[config.mk]
export PLATFORM = sky130hd
export DESIGN_NAME = uart_hex_rx_flat
export DESIGN_NICKNAME = d
export VERILOG_FILES = /design/src/rtl/uart_hex_rx_pkg.sv /design/src/rtl/uart_hex_rx_if.sv /design/src/rtl/uart_ascii2nib.sv /design/src/rtl/uart_hex_rx.sv /design/src/flat_wrapper.sv
export SDC_FILE = /design/constraint.sdc
export NUM_CORES = 1
export LEC_CHECK = 0
export CORE_MARGIN = 8
export CORE_UTILIZATION = 55
export DETAILED_ROUTE_END_ITERATION = 16
export GPL_ROUTABILITY_DRIVEN = 1
export HOLD_SLACK_MARGIN = 0.02
export PLACE_DENSITY = 0.94
export SYNTH_ARGS = -nofsm -noshare
export SYNTH_HDL_FRONTEND = slang
export SYNTH_SLANG_ARGS = --single-unit
[constraint.sdc]
create_clock -name clk -period 3.8 [get_ports clk]
set_clock_uncertainty 0.15 [all_clocks]
set_input_delay 0.76 -clock clk [delete_from_list [all_inputs] [get_ports clk]]
set_output_delay 0.76 -clock clk [all_outputs]
set_load 0.1 [all_outputs]
[src/rtl/uart_hex_rx_pkg.sv]
// Shared constants and state encoding for the ASCII hex receive path.
package uart_hex_rx_pkg;

  localparam logic [7:0] ASCII_CR = 8'h0D;
  localparam logic [7:0] ASCII_LF = 8'h0A;

  localparam logic [1:0] ERR_BADCHR = 2'd1;
  localparam logic [1:0] ERR_LEN    = 2'd2;
  localparam logic [1:0] ERR_OVR    = 2'd3;

  typedef enum logic [1:0] {
    stIdle = 2'd0,
    stAcc  = 2'd1,
    stHold = 2'd2,
    stErr  = 2'd3
  } state_t;

endpackage

[src/rtl/uart_hex_rx_if.sv]
// Byte-in / word-out bundle of the hex receiver; slave is the receiver side.
interface uart_hex_rx_if #(parameter int DATA_W = 8);
  logic [7:0]        i_rx_data;
  logic              i_rx_valid;
  logic [DATA_W-1:0] o_data;
  logic              o_data_vld;
  logic              i_data_rdy;
  logic              o_err;
  logic [1:0]        o_err_code;
  logic              o_busy;

  modport slave (
    input  i_rx_data, i_rx_valid, i_data_rdy,
    output o_data, o_data_vld, o_err, o_err_code, o_busy
  );

  modport master (
    output i_rx_data, i_rx_valid, i_data_rdy,
    input  o_data, o_data_vld, o_err, o_err_code, o_busy
  );
endinterface

[src/rtl/uart_ascii2nib.sv]
// ASCII to nibble decode; inverse of the transmit-side nibble-to-ASCII map.
module uart_ascii2nib
  import uart_hex_rx_pkg::*;
(
  input  logic [7:0] i_byte,
  output logic [3:0] o_nib,
  output logic       o_is_digit,
  output logic       o_is_term
);

  always_comb begin
    o_nib      = 4'h0;
    o_is_digit = 1'b0;
    o_is_term  = (i_byte == ASCII_CR) || (i_byte == ASCII_LF);
    if (i_byte >= 8'h30 && i_byte <= 8'h39) begin
      o_is_digit = 1'b1;
      o_nib      = 4'(i_byte - 8'h30);
    end else if (i_byte >= 8'h41 && i_byte <= 8'h46) begin
      o_is_digit = 1'b1;
      o_nib      = 4'(i_byte - 8'h37);
    end else if (i_byte >= 8'h61 && i_byte <= 8'h66) begin
      o_is_digit = 1'b1;
      o_nib      = 4'(i_byte - 8'h57);
    end
  end

endmodule

[src/rtl/uart_hex_rx.sv]
// Parses CR/LF-terminated ASCII hex words from the UART byte stream and
// presents them on a valid/ready port, with error pulses for malformed input.
module uart_hex_rx
  import uart_hex_rx_pkg::*;
#(
  parameter int DATA_W = 8
) (
  input logic            clk,
  input logic            rst,
  uart_hex_rx_if.slave   bus
);

  localparam int NUM_NIB = DATA_W / 4;
  localparam int CNT_W   = $clog2(NUM_NIB + 1);

  state_t            r_state;
  logic [CNT_W-1:0]  r_count;
  logic [DATA_W-1:0] r_acc;
  logic [DATA_W-1:0] r_data;
  logic              r_vld;
  logic              r_drop;
  logic              r_err;
  logic [1:0]        r_err_code;

  state_t            w_state_nxt;
  state_t            w_cur;
  logic [CNT_W-1:0]  w_count_nxt;
  logic [DATA_W-1:0] w_acc_nxt;
  logic              w_drop_nxt;
  logic              w_err_nxt;
  logic [1:0]        w_code_nxt;
  logic              w_vld_nxt;
  logic              w_load;
  logic              w_xfer;
  logic              w_full;
  logic [3:0]        w_nib;
  logic              w_is_digit;
  logic              w_is_term;

  uart_ascii2nib u_a2n (
    .i_byte     (bus.i_rx_data),
    .o_nib      (w_nib),
    .o_is_digit (w_is_digit),
    .o_is_term  (w_is_term)
  );

  assign w_xfer = r_vld & bus.i_data_rdy;
  assign w_full = (r_count == CNT_W'(NUM_NIB));
  // A byte arriving in the transfer cycle is handled as if hold had already been left.
  assign w_cur  = (r_state == stHold && w_xfer) ? (r_drop ? stErr : stIdle) : r_state;

  always_ff @(posedge clk or posedge rst) begin
    if (rst) begin
      r_state    <= stIdle;
      r_count    <= '0;
      r_acc      <= '0;
      r_data     <= '0;
      r_vld      <= 1'b0;
      r_drop     <= 1'b0;
      r_err      <= 1'b0;
      r_err_code <= 2'd0;
    end else begin
      r_state    <= w_state_nxt;
      r_count    <= w_count_nxt;
      r_acc      <= w_acc_nxt;
      r_vld      <= w_vld_nxt;
      r_drop     <= w_drop_nxt;
      r_err      <= w_err_nxt;
      r_err_code <= w_code_nxt;
      if (w_load) r_data <= r_acc;
    end
  end

  always_comb begin
    w_state_nxt = r_state;
    w_count_nxt = r_count;
    w_acc_nxt   = r_acc;
    w_drop_nxt  = r_drop;
    if (w_xfer) begin
      w_state_nxt = w_cur;
      w_count_nxt = '0;
      w_drop_nxt  = 1'b0;
    end
    if (bus.i_rx_valid) begin
      unique case (w_cur)
        stIdle, stAcc: begin
          if (w_is_digit) begin
            if (w_full) begin
              w_state_nxt = stErr;
              w_count_nxt = '0;
            end else begin
              w_acc_nxt   = (r_acc << 4) | DATA_W'(w_nib);
              w_count_nxt = r_count + CNT_W'(1);
              w_state_nxt = stAcc;
            end
          end else if (w_is_term) begin
            if (r_count != '0) begin
              w_state_nxt = w_full ? stHold : stIdle;
              w_count_nxt = '0;
            end
          end else begin
            w_state_nxt = stErr;
            w_count_nxt = '0;
          end
        end
        stErr: begin
          if (w_is_term) begin
            w_state_nxt = stIdle;
            w_count_nxt = '0;
          end
        end
        stHold: begin
          if (!w_is_term) w_drop_nxt = 1'b1;
        end
        default: ;
      endcase
    end
  end

  always_comb begin
    w_err_nxt  = 1'b0;
    w_code_nxt = r_err_code;
    w_load     = 1'b0;
    w_vld_nxt  = r_vld & ~bus.i_data_rdy;
    if (bus.i_rx_valid) begin
      unique case (w_cur)
        stIdle, stAcc: begin
          if (w_is_digit) begin
            if (w_full) begin
              w_err_nxt  = 1'b1;
              w_code_nxt = ERR_LEN;
            end
          end else if (w_is_term) begin
            if (w_full) begin
              w_load    = 1'b1;
              w_vld_nxt = 1'b1;
            end else if (r_count != '0) begin
              w_err_nxt  = 1'b1;
              w_code_nxt = ERR_LEN;
            end
          end else begin
            w_err_nxt  = 1'b1;
            w_code_nxt = ERR_BADCHR;
          end
        end
        stHold: begin
          w_err_nxt  = 1'b1;
          w_code_nxt = ERR_OVR;
        end
        default: ;
      endcase
    end
  end

  assign bus.o_data     = r_data;
  assign bus.o_data_vld = r_vld;
  assign bus.o_err      = r_err;
  assign bus.o_err_code = r_err_code;
  assign bus.o_busy     = (r_state != stIdle) || (r_count != '0);

endmodule

[src/flat_wrapper.sv]
// flat-port wrapper written by rule: the top's interface ports become plain ports
module uart_hex_rx_flat import uart_hex_rx_pkg::*;
#(
  parameter int DATA_W = 8
)
  (clk, rst, bus_i_rx_data, bus_i_rx_valid, bus_i_data_rdy, bus_o_data, bus_o_data_vld, bus_o_err, bus_o_err_code, bus_o_busy);
  uart_hex_rx_if #(.DATA_W(DATA_W)) bus_i ();
  input logic clk;
  input logic rst;
  input wire logic [$bits(bus_i.i_rx_data)-1:0] bus_i_rx_data;
  input wire logic [$bits(bus_i.i_rx_valid)-1:0] bus_i_rx_valid;
  input wire logic [$bits(bus_i.i_data_rdy)-1:0] bus_i_data_rdy;
  output wire logic [$bits(bus_i.o_data)-1:0] bus_o_data;
  output wire logic [$bits(bus_i.o_data_vld)-1:0] bus_o_data_vld;
  output wire logic [$bits(bus_i.o_err)-1:0] bus_o_err;
  output wire logic [$bits(bus_i.o_err_code)-1:0] bus_o_err_code;
  output wire logic [$bits(bus_i.o_busy)-1:0] bus_o_busy;
  assign bus_i.i_rx_data = bus_i_rx_data;
  assign bus_i.i_rx_valid = bus_i_rx_valid;
  assign bus_i.i_data_rdy = bus_i_data_rdy;
  assign bus_o_data = bus_i.o_data;
  assign bus_o_data_vld = bus_i.o_data_vld;
  assign bus_o_err = bus_i.o_err;
  assign bus_o_err_code = bus_i.o_err_code;
  assign bus_o_busy = bus_i.o_busy;
  uart_hex_rx #(.DATA_W(DATA_W)) u_core (.clk(clk), .rst(rst), .bus(bus_i));
endmodule
==> results by group <==
Run status
  – Status: finished, final reports clean

Critical path
  – CP peak stage delay: 1170 ps
  – Worst Path Buf+Inv: 1
  – Crit path cell chain: clkdlybuf4s50_1
  – Slowest CP cell: clkdlybuf4s50_1
  – CP required: 2890 ps
  – Element type at the critical path end: output pin
  – Critical Path Source Type: register
  – CP delay by family, top: buffers and inverters
  – Arrival time worst endpoint: 1970 ps
  – Maximum fanout along the worst path: 7
  – WS Path Type: reg2out

Routing
  – Vias: about 1100
  – Total detailed-routing wirelength: 3040 um
  – Total length of routed met3 wires: between 150 and 200 um
  – Routed vias/inst: 6.21
  – Drt wl/cell: between 15 and 20 um
  – 1st-pass router iterations: 4
  – # DRC: 0
  – DRT antenna net count: 0
  – Met2 routed WL: about 1500 um
  – DRT iter0 DRCs: 42
  – Highest routed layer: met4
  – Met1 wire length: 1290 um

Timing
  – Setup TNS: 0 ps
  – Hold violation total from the final report: 0
  – Final Cycle Share: about 76%
  – Final setup viols: 0
  – Slew margin rel.: roughly a third
  – RSZ-0062 raised after global routing: no
  – Fmax: 0.347 GHz
  – Fin crit period: 2880 ps
  – Final WS setup: 921 ps
  – Fin. max-slew vios: 0
  – Worst-Margin Slew: slightly below 1000 ps

Floorplanning
  – Core area: between 2000 and 2500 um2
  – Top Ports: 25
  – Row Count: 18
  – Die width: 66.8 um
  – Die Area: 4470 um2
  – Die Ht: around 67 um
  – Initial Utilization: 57.9%

Layout
  – NumNets Final: around 170
  – Number of diodes: 0
  – Share of cells above drive strength 1: 17.6%
  – Footprint of the multi-input gates: about 740 um2
  – Design area: roughly 1700 um2
  – Reg area: ~630 um2
  – Area Growth Syn to Fin: 19.1%
  – Filler Cell Count: approximately 180

Global routing
  – Initial antenna violation count: 0
  – First-pass GRT wire length: approximately 5200 um
  – Largest net degree at the start of global routing: 26
  – Grt total ovfl: 0
  – GRT Total Usage: ~15%
  – Vias in the first global route: 1119

CTS
  – Total CTS buffers: 3
  – Root buf cell: clkbuf_4
  – CTS Sinks: 25
  – Max Root-Sink Buffers: 2
  – Skew-Pair Late Insertion Delay: roughly 330 ps
  – Post-CTS setup buffer count: 0
  – CTS hold repair buffers: 0
  – Count of cells resized by post-cts repair: 0
  – CTS tree: done
  – Reg clk slew, reported paths: about 140 ps
  – H-Tree Depth: 1

Power
  – Leak: around 0.75 nW
  – Power Density: between 300 and 400 nW/um2
  – Peak VDD IR: approximately 0.51 mV

Logic synthesis
  – Synth Warn #: 0
  – EDFF count, synth: 0
  – Synth unique cells: between 40 and 50
  – Cells after synthesis: 123
  – Top FF cell, synth: dfrtp_1
  – Mapped Area: between 1000 and 1500 um2
  – Seq/Total Area, Yosys: roughly 44%
  – Avg Synthesized Cell Area: around 12 um2
  – Syn nets: 139
  – #FFs+latches synth: 25
  – Async S/R FF share, synth: 100%

Hold path
  – Worst Hold Class: reg2reg

Placement
  – Pre-CTS setup slack: about 600 ps
  – Gp weighted congestion: around 0.87
  – Placed Area: between 1500 and 2000 um2
  – DP HPWL: about 2400 um
  – PortBufs: 24

Flow run
  – Max-cap check violation count: 0
cells by family after synthesis:
kind of cell               count (synthesis)  share of synthesized area [%]
AOI/OAI and AO/OA                         37                           18.9
and+or+nand+nor                           34                           17.1
DFF                                       25                           44.0
muxes                                     13                           12.4
buffers and inverters                     10                           4.05
adders and majority gates                  4                           3.52
cell usage after synthesis (all sizes together) (2+ instances only):
master	count	area [um2]
nand4b	2	17.5
nor2b	2	12.5
nand4bb	2	22.5
a32o	3	30.0
o211ai	3	36.3
buf	2	27.5
nand2b	2	12.5
a21oi	12	67.6
o21ai	7	35.0
inv	7	26.3
o311ai	2	17.5
nand3	4	32.5
mux2	13	176
ha	4	50.1
nor2	4	15.0
and3	2	12.5
o21a	2	15.0
nand2	8	32.5
dfrtp	25	626
worst register-to-register path, delay by kind of cell, from the launching register on:
kind	cells	cell delay, ps
simple gates	4	1120
mux	1	360
flops	1	450
placed cells by master, fill, tap and decap left out, types with 2 or more instances in the layout:
cell type | Yosys | routed
a21oi_1 | 10 | 10
ha_1 | 4 | 4
mux2_4 | 8 | 8
nand4bb_1 | 2 | 2
nand2b_1 | 2 | 2
nand4b_1 | 2 | 2
clkbuf_4 | 0 | 3
o211ai_1 | 2 | 2
mux2_2 | 4 | 4
o311ai_0 | 2 | 2
inv_1 | 7 | 7
nand3_1 | 3 | 3
a21oi_2 | 2 | 2
nand2_1 | 7 | 7
o21ai_0 | 7 | 7
and3_1 | 2 | 2
dfrtp_1 | 25 | 25
clkdlybuf4s50_1 | 0 | 23
nor2_1 | 4 | 4
nor2b_1 | 2 | 2
a32o_1 | 3 | 3
o21a_1 | 2 | 2
registers in the layout, indices dropped and copies added (netlist names):
signal                 flops
u_core.bus.o_data          8
u_core.bus.o_data_vld      1
u_core.bus.o_err           1
u_core.bus.o_err_code      2
u_core.r_acc               8
u_core.r_count             2
u_core.r_drop              1
u_core.r_state             2
stage by stage:
step | hold WS (ps) | total power [mW] | util [%] | cells
after floorplan | 314 | 0.491 | - | 123
after CTS | 382 | 0.673 | 69.0 | 178
after detailed placement | 347 | 0.553 | 67.8 | 174
final | 380 | 0.674 | 69.0 | 178
after global placement | 323 | 0.541 | 67.8 | 174
after global routing | 394 | 0.707 | 69.0 | 178
where the power goes:
part           switching [mW]  total (mW)  internal (mW)
combinational           0.141       0.218         0.0771
sequential             0.0326       0.332          0.299
clock                  0.0845       0.124         0.0396
final timing paths:
kind / slack, ps / cells after the start / endpoint / startpoint
max: 920 / 1 / bus_o_data_vld / u_core.bus.o_data_vld$_DFF_PP0_
min: 380 / 1 / u_core.bus.o_data[2]$_DFFE_PP0P_ / u_core.bus.o_data[2]$_DFFE_PP0P_
max reg2reg: 1620 / 5 / u_core.bus.o_data[6]$_DFFE_PP0P_ / u_core.r_state[0]$_DFF_PP0_
min reg2reg: 380 / 1 / u_core.bus.o_data[2]$_DFFE_PP0P_ / u_core.bus.o_data[2]$_DFFE_PP0P_
max in group asynchronous: 2160 / 2 / u_core.bus.o_err$_DFF_PP0_ / rst
min in group asynchronous: 780 / 2 / u_core.bus.o_data[0]$_DFFE_PP0P_ / rst
metal layers:
metal  GRT usage [%]  vias up
met2            23.8       49
met3            1.17       10
li1                -      507
met1            18.0      540
met5               0        -
met4            12.3        0
final cells by class:
type                            instances  share of cell area, %
Tap cell                               30                   2.22
Clock buffer                            3                   1.33
Clock inverter                          1                  0.296
Inverter                                7                   1.55
Sequential cell                        25                   37.0
Timing Repair Buffer                   24                   14.0
Multi-Input combinational cell         88                   43.6
Power figures use the tool's default switching activity.
